==> config.mk <==
export PLATFORM = sky130hd
export DESIGN_NAME = rs_ino_entry_ctrl_flat
export DESIGN_NICKNAME = d
export VERILOG_FILES = /design/src/rtl/rs_ino_entry_ctrl_if.sv /design/src/rtl/rs_ino_entry_ctrl.sv /design/src/flat_wrapper.sv
export SDC_FILE = /design/constraint.sdc
export NUM_CORES = 1
export LEC_CHECK = 0
export CORE_MARGIN = 2
export CORE_UTILIZATION = 35
export DETAILED_ROUTE_END_ITERATION = 16
export PLACE_DENSITY_LB_ADDON = 0.08
export SLEW_MARGIN = 5
export SYNTH_ARGS = -nofsm -noshare
export SYNTH_HDL_FRONTEND = slang
export SYNTH_SLANG_ARGS = --single-unit
==> constraint.sdc <==
create_clock -name clk -period 8.45 [get_ports clk]
set_clock_uncertainty 0.05 [all_clocks]
set_input_delay 1.69 -clock clk [delete_from_list [all_inputs] [get_ports clk]]
set_output_delay 1.69 -clock clk [all_outputs]
set_load 0.005 [all_outputs]
==> src/rtl/rs_ino_entry_ctrl_if.sv <==
// Dispatch/issue/branch-resolution bundle for the in-order reservation station entry controller.
// The master side drives requests; the slave side (entry controller) returns the entry vectors.
interface rs_ino_entry_ctrl_if #(
  parameter int ENTSEL      = 2,
  parameter int ENTNUM      = 4,
  parameter int SPECTAG_LEN = 5
);
  logic [ENTSEL-1:0]      allocptr;
  logic [1:0]             reqnum;
  logic                   alloc_en;
  logic [SPECTAG_LEN-1:0] specmask1;
  logic [SPECTAG_LEN-1:0] specmask2;
  logic                   rdy1;
  logic                   rdy2;
  logic [ENTNUM-1:0]      wakeup_vec;
  logic                   issue_en;
  logic [ENTSEL-1:0]      issueptr;
  logic                   prmiss;
  logic                   prsuccess;
  logic [SPECTAG_LEN-1:0] prtag;
  logic [ENTNUM-1:0]      busyvec;
  logic [ENTNUM-1:0]      prbusyvec_next;
  logic [ENTNUM-1:0]      readyvec;
  logic [ENTSEL:0]        count;
  logic                   err;

  modport master (
    output allocptr, reqnum, alloc_en, specmask1, specmask2, rdy1, rdy2,
           wakeup_vec, issue_en, issueptr, prmiss, prsuccess, prtag,
    input  busyvec, prbusyvec_next, readyvec, count, err
  );

  modport slave (
    input  allocptr, reqnum, alloc_en, specmask1, specmask2, rdy1, rdy2,
           wakeup_vec, issue_en, issueptr, prmiss, prsuccess, prtag,
    output busyvec, prbusyvec_next, readyvec, count, err
  );
endinterface

==> src/rtl/rs_ino_entry_ctrl.sv <==
// Per-entry busy/ready/speculative-mask state of an in-order reservation station ring.
// Handles dispatch, issue, operand wakeup, mispredict squash and branch-success tag resolution.
module rs_ino_entry_ctrl #(
  parameter int ENTSEL      = 2,
  parameter int ENTNUM      = 4,
  parameter int SPECTAG_LEN = 5
) (
  input  logic               clk,
  input  logic               reset,
  rs_ino_entry_ctrl_if.slave bus
);

  logic [ENTNUM-1:0]      r_busy;
  logic [ENTNUM-1:0]      r_rdy;
  logic [SPECTAG_LEN-1:0] r_mask [ENTNUM];
  logic [ENTSEL:0]        r_count;
  logic                   r_err;

  logic [ENTNUM-1:0]      w_kill;
  logic [ENTNUM-1:0]      w_prbusy;
  logic [ENTNUM-1:0]      w_sel1;
  logic [ENTNUM-1:0]      w_sel2;
  logic [ENTNUM-1:0]      w_busy_nx;
  logic [ENTNUM-1:0]      w_rdy_nx;
  logic [SPECTAG_LEN-1:0] w_mask_nx [ENTNUM];
  logic [SPECTAG_LEN-1:0] w_clr;
  logic [ENTSEL-1:0]      w_ptr2;
  logic [ENTSEL:0]        w_count_nx;
  logic                   w_alloc;
  logic                   w_err_ev;

  function automatic logic is_onehot(input logic [SPECTAG_LEN-1:0] v);
    return (v != '0) && ((v & (v - SPECTAG_LEN'(1))) == '0);
  endfunction

  // Squash selection and allocation targets; a mispredict drops the whole dispatch group.
  always_comb begin
    w_alloc = bus.alloc_en && !bus.prmiss;
    w_clr   = (bus.prsuccess && !bus.prmiss) ? bus.prtag : '0;
    w_ptr2  = bus.allocptr + ENTSEL'(1);
    for (int i = 0; i < ENTNUM; i++) begin
      w_kill[i] = r_busy[i] && (|(r_mask[i] & bus.prtag));
      w_sel1[i] = w_alloc && (bus.reqnum != 2'd0) && (bus.allocptr == ENTSEL'(i));
      w_sel2[i] = w_alloc && (bus.reqnum == 2'd2) && (w_ptr2 == ENTSEL'(i));
    end
    w_prbusy = bus.prmiss ? (r_busy & ~w_kill) : r_busy;
  end

  always_comb begin
    w_count_nx = '0;
    for (int i = 0; i < ENTNUM; i++) begin
      if (w_sel1[i]) begin
        w_busy_nx[i] = 1'b1;
        w_rdy_nx[i]  = bus.rdy1;
        w_mask_nx[i] = bus.specmask1 & ~w_clr;
      end else if (w_sel2[i]) begin
        w_busy_nx[i] = 1'b1;
        w_rdy_nx[i]  = bus.rdy2;
        w_mask_nx[i] = bus.specmask2 & ~w_clr;
      end else if (bus.issue_en && (bus.issueptr == ENTSEL'(i))) begin
        w_busy_nx[i] = 1'b0;
        w_rdy_nx[i]  = 1'b0;
        w_mask_nx[i] = r_mask[i] & ~w_clr;
      end else begin
        // Ready only survives on entries that are still busy after any squash.
        w_busy_nx[i] = w_prbusy[i];
        w_rdy_nx[i]  = (r_rdy[i] || (bus.wakeup_vec[i] && r_busy[i])) && w_prbusy[i];
        w_mask_nx[i] = r_mask[i] & ~w_clr;
      end
      w_count_nx = w_count_nx + (ENTSEL+1)'(w_busy_nx[i]);
    end
    w_err_ev = (|((w_sel1 | w_sel2) & r_busy))
            || (bus.alloc_en && (bus.reqnum == 2'd3))
            || (bus.issue_en && !r_busy[bus.issueptr])
            || ((bus.prmiss || bus.prsuccess) && !is_onehot(bus.prtag));
  end

  always_ff @(posedge clk) begin
    if (reset) begin
      r_busy  <= '0;
      r_rdy   <= '0;
      r_count <= '0;
      r_err   <= 1'b0;
      for (int i = 0; i < ENTNUM; i++) begin
        r_mask[i] <= '0;
      end
    end else begin
      r_busy  <= w_busy_nx;
      r_rdy   <= w_rdy_nx;
      r_count <= w_count_nx;
      r_err   <= r_err | w_err_ev;
      for (int i = 0; i < ENTNUM; i++) begin
        r_mask[i] <= w_mask_nx[i];
      end
    end
  end

  assign bus.busyvec        = r_busy;
  assign bus.readyvec       = r_busy & r_rdy;
  assign bus.prbusyvec_next = w_prbusy;
  assign bus.count          = r_count;
  assign bus.err            = r_err;

endmodule
==> src/flat_wrapper.sv <==
// flat-port wrapper written by rule: the top's interface ports become plain ports
module rs_ino_entry_ctrl_flat 
#(
  parameter int ENTSEL      = 2,
  parameter int ENTNUM      = 4,
  parameter int SPECTAG_LEN = 5
)
  (clk, reset, bus_allocptr, bus_reqnum, bus_alloc_en, bus_specmask1, bus_specmask2, bus_rdy1, bus_rdy2, bus_wakeup_vec, bus_issue_en, bus_issueptr, bus_prmiss, bus_prsuccess, bus_prtag, bus_busyvec, bus_prbusyvec_next, bus_readyvec, bus_count, bus_err);
  rs_ino_entry_ctrl_if #(.ENTSEL(ENTSEL), .ENTNUM(ENTNUM), .SPECTAG_LEN(SPECTAG_LEN)) bus_i ();
  input  logic clk;
  input  logic reset;
  input wire logic [$bits(bus_i.allocptr)-1:0] bus_allocptr;
  input wire logic [$bits(bus_i.reqnum)-1:0] bus_reqnum;
  input wire logic [$bits(bus_i.alloc_en)-1:0] bus_alloc_en;
  input wire logic [$bits(bus_i.specmask1)-1:0] bus_specmask1;
  input wire logic [$bits(bus_i.specmask2)-1:0] bus_specmask2;
  input wire logic [$bits(bus_i.rdy1)-1:0] bus_rdy1;
  input wire logic [$bits(bus_i.rdy2)-1:0] bus_rdy2;
  input wire logic [$bits(bus_i.wakeup_vec)-1:0] bus_wakeup_vec;
  input wire logic [$bits(bus_i.issue_en)-1:0] bus_issue_en;
  input wire logic [$bits(bus_i.issueptr)-1:0] bus_issueptr;
  input wire logic [$bits(bus_i.prmiss)-1:0] bus_prmiss;
  input wire logic [$bits(bus_i.prsuccess)-1:0] bus_prsuccess;
  input wire logic [$bits(bus_i.prtag)-1:0] bus_prtag;
  output wire logic [$bits(bus_i.busyvec)-1:0] bus_busyvec;
  output wire logic [$bits(bus_i.prbusyvec_next)-1:0] bus_prbusyvec_next;
  output wire logic [$bits(bus_i.readyvec)-1:0] bus_readyvec;
  output wire logic [$bits(bus_i.count)-1:0] bus_count;
  output wire logic [$bits(bus_i.err)-1:0] bus_err;
  assign bus_i.allocptr = bus_allocptr;
  assign bus_i.reqnum = bus_reqnum;
  assign bus_i.alloc_en = bus_alloc_en;
  assign bus_i.specmask1 = bus_specmask1;
  assign bus_i.specmask2 = bus_specmask2;
  assign bus_i.rdy1 = bus_rdy1;
  assign bus_i.rdy2 = bus_rdy2;
  assign bus_i.wakeup_vec = bus_wakeup_vec;
  assign bus_i.issue_en = bus_issue_en;
  assign bus_i.issueptr = bus_issueptr;
  assign bus_i.prmiss = bus_prmiss;
  assign bus_i.prsuccess = bus_prsuccess;
  assign bus_i.prtag = bus_prtag;
  assign bus_busyvec = bus_i.busyvec;
  assign bus_prbusyvec_next = bus_i.prbusyvec_next;
  assign bus_readyvec = bus_i.readyvec;
  assign bus_count = bus_i.count;
  assign bus_err = bus_i.err;
  rs_ino_entry_ctrl #(.ENTSEL(ENTSEL), .ENTNUM(ENTNUM), .SPECTAG_LEN(SPECTAG_LEN)) u_core (.clk(clk), .reset(reset), .bus(bus_i));
endmodule
Word level (Yosys, flattened, before mapping)
Memory sizes are Yosys's and may differ from the RTL's.
Index checks and enable logic that the tools add are counted.

operators by class
  $add $sub $neg = 5
  $mul = 0
  div/mod/pow operators = 0
  order comparisons = 1
  eq/ne operators = 11
  shift operators = 0
  muxes and demuxes = 43
  bitwise logic cells = 22
  reduce and logical (&&, ||, !) cells = 54

operator list
  kind                 number
  $mux 5               13
  $and 5x5->5          11
  $logic_and 1x1->1    32
  $mux 1               28
  $reduce_or 5->1      4
  $eq 2x2->1 const B   8
  $and 4x4->4          3
  $logic_or 1x1->1     8
  $add 3x1->3          2
  $eq 2x1->1 const B   3
  $logic_not 2->1      3
  $logic_not 5->1      1
  $not 5->5            1
  $or 1x1->1           5
  $reduce_bool 5->1    1
  $sub 5x1->5 const B  1
  $mux 4               1
  $not 4->4            1
  $or 4x4->4           1
  $reduce_or 4->1      1
  $logic_not 1->1      3
  $lt 2x3->1 const B   1
  $add 1x1->2          1
  $add 2x1->2 const B  1
  2 further kinds      2

storage, ports and cells
  register bits after elaboration = 12
  bits in latches = 0
  RAM bits = 20
  ROM bits = 0
  bits of input ports = 33
  output and inout bits = 16
  logic and storage cells = 141
  memories kept = 1

memories
  memory         depth  bits a word  read ports  clocked after Yosys merged registers in  write ports  RTL line                 RTL
  u_core.r_mask  4      5            4           0                                        4            rs_ino_entry_ctrl.sv:15  logic [SPECTAG_LEN-1:0] r_mask [ENTNUM];

Depth between registers and ports, before layout
Gate-level depths: netlist of the first run.
An unclocked memory read counts as a cell.

  word-level depth = 13
  gate-level depth with buffers = 11
  depth with buffers taken out = 10

Least setup slack after synthesis of the first run
No wires, ideal clock.

  kind = input port to output port
  start point = input bus_prtag[4]
  end point = output bus_prbusyvec_next[2]
  arrival time = 2.411 ns
  required time = 6.710 ns
  slack = 4.299 ns
  stages on the path = 4
  path buffers = 1
  path through = clkbuf_1 -> a222oi_1 -> nand2_1 -> a21boi_0

between the ends
  longest elaborated chain between the ends = 6

ends and longest elaborated chain
  element             RTL line                 RTL
  start: declaration  flat_wrapper.sv:24       input wire logic [$bits(bus_i.prtag)-1:0] bus_prtag;
  $and 5x5->5         rs_ino_entry_ctrl.sv:42  w_kill[i] = r_busy[i] && (|(r_mask[i] & bus.prtag));
  $reduce_or 5->1     rs_ino_entry_ctrl.sv:42
  $logic_and 1x1->1   rs_ino_entry_ctrl.sv:42
  $not 4->4           rs_ino_entry_ctrl.sv:46  w_prbusy = bus.prmiss ? (r_busy & ~w_kill) : r_busy;
  $and 4x4->4         rs_ino_entry_ctrl.sv:46
  $mux 4              rs_ino_entry_ctrl.sv:46
  end: declaration    flat_wrapper.sv:26       output wire logic [$bits(bus_i.prbusyvec_next)-1:0] bus_prbusyvec_next;

No other way between the ends.

Final worst setup path of the first run
  start point = input bus_prtag[2]
  end point = output bus_prbusyvec_next[2]

Same word-level chain as after synthesis.

==> results of run 1 <==
[cells by family after synthesis]
logic type                 Yosys count
muxes                               23
xor gates and xnor gates             1
adders and majority gates            3
DFF                                 32
AOI/OAI and AO/OA                   69
buffers and inverters               18
and+or+nand+nor                     81
[final cells by class]
| type | instances | area share [%] |
|---|---|---|
| multi-input combinational | 177 | 48.8 |
| sequential | 32 | 24.7 |
| timing repair buffer | 48 | 18.5 |
| tap | 72 | 3.47 |
| clock buffer | 6 | 3.19 |
| inverter | 5 | 0.724 |
| clock inverter | 2 | 0.579 |
[power by group]
part | switching, µW | leakage (µW) | total (µW) | internal, µW
Combinational | 31.5 | 0.000677 | 63.5 | 32.1
Sequential | 3.36 | 0.000260 | 159 | 156
Clock | 62.3 | 0.0000434 | 128 | 66.0
[through the flow]
| stage | cell area (µm²) | utilization (%) | power (µW) |
|---|---|---|---|
| 3_5_place_dp | 2490 | 45.3 | 226 |
| 4_1_cts | 2590 | 47.1 | 353 |
| 2_1_floorplan | 1990 | - | 193 |
| 5_1_grt | 2590 | 47.1 | 367 |
| 6_report | 2590 | 47.1 | 351 |
| 3_3_place_gp | 2490 | 45.3 | 226 |
[routing by layer]
metal / vias up / GRT usage, %
li1: 941 / -
met1: 901 / 26.8
met2: 56 / 30.6
met3: 8 / 4.32
met4: 0 / 5.34
met5: - / 0
[state kept, by name (all words and copies together) (netlist names)]
| register | cells |
|---|---|
| u_core.bus.busyvec | 4 |
| u_core.r_rdy | 4 |
| u_core.r_mask | 20 |
| u_core.bus.err | 1 |
| u_core.bus.count | 3 |
[synthesized netlist by cell type (3+ instances only)]
library cell	number
o21ai_0	7
dfxtp_1	32
inv_1	5
clkbuf_1	8
nor2_1	32
nand2_1	8
nor2b_1	8
o22ai_1	3
a22oi_1	4
nand2b_1	6
a2111oi_0	3
buf_2	4
a21o_1	7
a211oi_1	20
nand3_1	5
a222oi_1	4
mux2i_1	21
and2_1	6
a21boi_0	4
[worst paths after layout]
path,slack [ps],endpoint,start,cells after the start
setup / recovery,3100,bus_prbusyvec_next[2],bus_prtag[2],5
hold / removal,510,u_core.r_mask[0][4]$_SDFF_PP0_,u_core.r_mask[0][4]$_SDFF_PP0_,2
hold reg to reg,510,u_core.r_mask[0][4]$_SDFF_PP0_,u_core.r_mask[0][4]$_SDFF_PP0_,2
setup reg to reg,6030,u_core.bus.count[1]$_SDFF_PP0_,u_core.r_mask[0][10]$_SDFF_PP0_,8
[critical path: cells and delay by family]
kind	cells	cell delay, ps
buf+inv	2	1080
compound gates	2	660
simple gates	1	170
==> flow_metrics.tcl, run 1 <==
set metrics [dict create \
    outcome "completed" \
    rows 27 \
    synth.cell_area_um2 1990 \
    synth_xor_area_share_pct 0.441 \
    grt_pass1_wl_mm 9.27 \
    clkTransAtPathRegs_ps 70 \
    finalMaxSlewViolations 0 \
    dr_wl_met2_mm 2.68 \
    rsz0062_at_grt "false" \
    synth_seq_area_share_pct 32.3 \
    hold_violations 0 \
    vdd_drop_max_mv 0.0635 \
    synth_top_family_by_area "compound AO/OA/AOI/OAI gates" \
    fillCellCount 546 \
    fin_tns_setup_ps 0 \
    ios 49 \
    synth.largest_area_cell "dfxtp_1" \
    die_h_um 79.3 \
    p_per_area_nw_per_um2 135 \
    via_count 1906 \
    grt_max_degree 21 \
    nets 305 \
    arrival_ps 3610 \
    cts-buffers-inserted 5 \
    ys.flop_type "dfxtp_1" \
    synth.distinct_cells 50 \
    antenna_left 0 \
    cp_max_fo 8 \
    yosysWarnings 0 \
    dpl.hpwl_mm 4.41 \
    post-cts-setup-buffers 0 \
    synthTopCellsByArea "dfxtp_1 (32%), mux2i_1 (11%), a211oi_1 (7.6%)" \
    port_buffers 48 \
    syn_inst 227 \
    multiInputGateArea_um2 1260 \
    final_cells 342 \
    syn_nets 263 \
    synth_edf_count 0 \
    fmax_mhz 187 \
    p_leak_uw 0.000980 \
    grt_pass1_vias 1752 \
    cts_max_level 2 \
    viasPerCell 5.57 \
    place_inst 334 \
    required_ps 6710 \
    clockBufferDepth 2 \
    highest_layer "met4" \
    setup_viol 0 \
    mostFrequentLayoutCell "clkdlybuf4s50_1" \
    crit_path_max_incr_delay_ps 560 \
    cp-start-kind "primary input" \
    cts_resized 0 \
    fin_ws_ps 3100 \
    final.min_clock_period_ps 5350 \
    synth.ff_latch_count 32 \
    crit_slowest_cell "clkdlybuf4s50_1" \
    cts_tree "done" \
    whs_ps 509 \
    yosys.area_share.simple_pct 21.9 \
    cts_root_buffer "clkbuf_8" \
    drc 0 \
    worst_pin_slew_ps 851 \
    async_flop_share_pct 0 \
    crit_top_cell "clkdlybuf4s50_1" \
    critical_path_class "in -> out" \
    grt-ovfl-total 0 \
    place_congestion 0.835 \
    wl_met3_um 371 \
    max_slew_margin_pct 43.1 \
    seqCellArea_um2 641 \
    floorplan.initialDensity_pct 36.1 \
    drt_pass1_iterations 5 \
    diodes 0 \
    synthMuxAreaShare_pct 11.7 \
    drt_iter0_drc 109 \
    wl_met1_mm 2.82 \
    crit_path_end_kind "output pin" \
    detailedPlace.worstSlack_ps 3120 \
    worstPathCellList "clkdlybuf4s50_1 > a222oi_1 > nand2_1 > a21boi_0 > clkdlybuf4s50_1" \
    drt_wl_total_mm 5.94 \
    core-area_um2 5510 \
    dieArea_um2 6290 \
    antenna_found_initial 0 \
    period_share_pct 63.3 \
    yosys.area.top_type_share_pct 32.3 \
    layout-drive-gt1-share_pct 6.67 \
    syn_avg_cell_area_um2 8.75 \
    grt_usage_pct 19.5 \
    clock-sinks 32 \
    min_path_type "reg -> reg" \
    fp.dieW_um 79.3 \
    areaGrowthSynthToFinish_pct 30.6 \
    synth-adder-area-share_pct 2.27 \
    cts_hold_buf 0 \
    clk_latency_ps 290 \
    synth_compound_area_share_pct 27.4 \
    wl_per_cell_um 17.4 \
    layout_common_cells "clkdlybuf4s50_1 (48), nor2_1 (32), dfxtp_1 (32), mux2i_1 (21), a211oi_1 (20)" \
    max_cap_violations 0 \
]
Note: power is estimated with default switching activity, not from simulation.
==> run 2: changes to the inputs <==
- clock period: 8.45 -> 5.3 ns (I/O delays scaled with it)
==> flow_metrics.tcl, run 2 (synthesis gave the netlist of run 1 again) <==
set metrics [dict create \
    max_slew_margin_pct 45.0 \
    grt-ovfl-total 0 \
    place_inst 334 \
    drt_iter0_drc 131 \
    crit_top_cell "clkdlybuf4s50_1" \
    wl_per_cell_um 17.1 \
    antenna_found_initial 0 \
    final.min_clock_period_ps 4070 \
    areaGrowthSynthToFinish_pct 31.1 \
    grt_pass1_wl_mm 9.25 \
    whs_ps 513 \
    clkTransAtPathRegs_ps 70 \
    largest_reg_flops 20 \
    ios 49 \
    cts_max_level 2 \
    p_sw_uw 149 \
    crit_path_max_incr_delay_ps 540 \
    diodes 0 \
    drt_wl_total_mm 5.84 \
    setup_viol 0 \
    viasPerCell 5.54 \
    p_per_area_nw_per_um2 226 \
    hold_violations 0 \
    mostFrequentLayoutCell "clkdlybuf4s50_1" \
    die_h_um 79.3 \
    grt_pass1_vias 1781 \
    timing.rr.end "u_core.bus.count[1]$_SDFF_PP0_" \
    rsz0062_at_grt "false" \
    max_cap_violations 0 \
    cts_hold_buf 0 \
    clockBufferDepth 2 \
    worstPathCellList "clkdlybuf4s50_1 > a222oi_1 > a21o_1 > and2_1 > clkdlybuf4s50_1" \
    vdd_drop_max_mv 0.126 \
    final_cells 342 \
    critical_path_class "in -> out" \
    min_path_cells 2 \
    place_congestion 0.870 \
    finalMaxSlewViolations 0 \
    nets 305 \
    min_path_type "reg -> reg" \
    p_leak_uw 0.000991 \
    cts-buffers-inserted 5 \
    cp-start-kind "primary input" \
    core-area_um2 5510 \
    reg2reg_slack_ps 2910 \
    required_ps 4190 \
    drt_pass1_iterations 4 \
    worst_pin_slew_ps 823 \
    hp-start "u_core.r_mask[0][11]$_SDFF_PP0_" \
    drc 0 \
    cts_resized 0 \
    rr_worst_depth 8 \
    post-cts-setup-buffers 0 \
    largest_register "u_core.r_mask" \
    dieArea_um2 6290 \
    pwr-share-comb_pct 17.2 \
    clk_latency_ps 280 \
    p_int_uw 439 \
    arrival_ps 2960 \
    layout_common_cells "clkdlybuf4s50_1 (48), nor2_1 (32), dfxtp_1 (32), mux2i_1 (21), a211oi_1 (20)" \
    switching_share_pct 25.4 \
    clock-sinks 32 \
    fin_tns_setup_ps 0 \
    period_share_pct 76.9 \
    cts_tree "done" \
    fin_util_pct 47.3 \
    fmax_mhz 245 \
    via_count 1896 \
    outcome "completed" \
    crit_path_end_kind "output pin" \
    dpl.hpwl_mm 4.29 \
    floorplan.initialDensity_pct 36.1 \
    sequentialPowerShare_pct 43.2 \
    clockPowerShare_pct 39.7 \
    rows 27 \
    fp.dieW_um 79.3 \
    antenna_left 0 \
    cts_root_buffer "clkbuf_8" \
    reg2reg_from "u_core.r_mask[0][10]$_SDFF_PP0_" \
    layout-drive-gt1-share_pct 6.30 \
    grt_max_degree 21 \
    crit_slowest_cell "clkdlybuf4s50_1" \
    hold_end "u_core.r_mask[0][11]$_SDFF_PP0_" \
    cp_max_fo 8 \
    port_buffers 48 \
    grt_usage_pct 19.6 \
]
[run 2: area by class of cell]
class                           count  area (µm²)
Fill cell                         536        2900
Clock inverter                      2        35.0
Tap cell                           72        90.1
Multi-Input combinational cell    177        1260
Inverter                            5        18.8
Timing Repair Buffer               48         480
Clock buffer                        6        72.6
Sequential cell                    32         641
[run 2: critical path: cells and delay by family]
kind	cells	cell delay (ps)
buf+inv	2	1040
simple gates	1	140
compound gates	2	730
[run 2: metrics by stage]
step                power (µW)  area (µm²)  setup WS, ps
finish                     589        2600          1230
global route               617        2600          1150
CTS                        593        2600          1240
detailed placement         360        2490          1210
global placement           361        2490          1250
floorplan                  307        1990          2070
[run 2: routing by layer]
metal | routed length [µm] | global-route usage [%]
met5 | 0 | 0
met1 | 2730 | 27.5
met4 | 75 | 6.90
met3 | 361 | 3.86
met2 | 2670 | 29.7
[run 2: how the worst max path moves through the flow]
| stage | startpoint | endpoint | slack (ps) | depth (start not counted) |
|---|---|---|---|---|
| 4_1_cts | bus_prtag[2] | bus_prbusyvec_next[1] | 1240 | 5 |
| 3_5_place_dp | bus_allocptr[1] | u_core.bus.count[1]$_SDFF_PP0_ | 1210 | 11 |
| 6_report | bus_prtag[2] | bus_prbusyvec_next[1] | 1230 | 5 |
| 5_1_grt | bus_prtag[0] | bus_prbusyvec_next[3] | 1150 | 5 |
| 3_3_place_gp | bus_prtag[2] | bus_prbusyvec_next[2] | 1250 | 5 |
| 2_1_floorplan | bus_reqnum[0] | u_core.bus.count[1]$_SDFF_PP0_ | 2070 | 11 |
[run 2: power groups by stage]
stage	combinational, µW	sequential (µW)	clock [µW]
6_report	101	254	234
5_1_grt	110	255	252
4_1_cts	101	254	238
3_5_place_dp	101	259	0
3_3_place_gp	101	260	0
2_1_floorplan	49.2	258	0
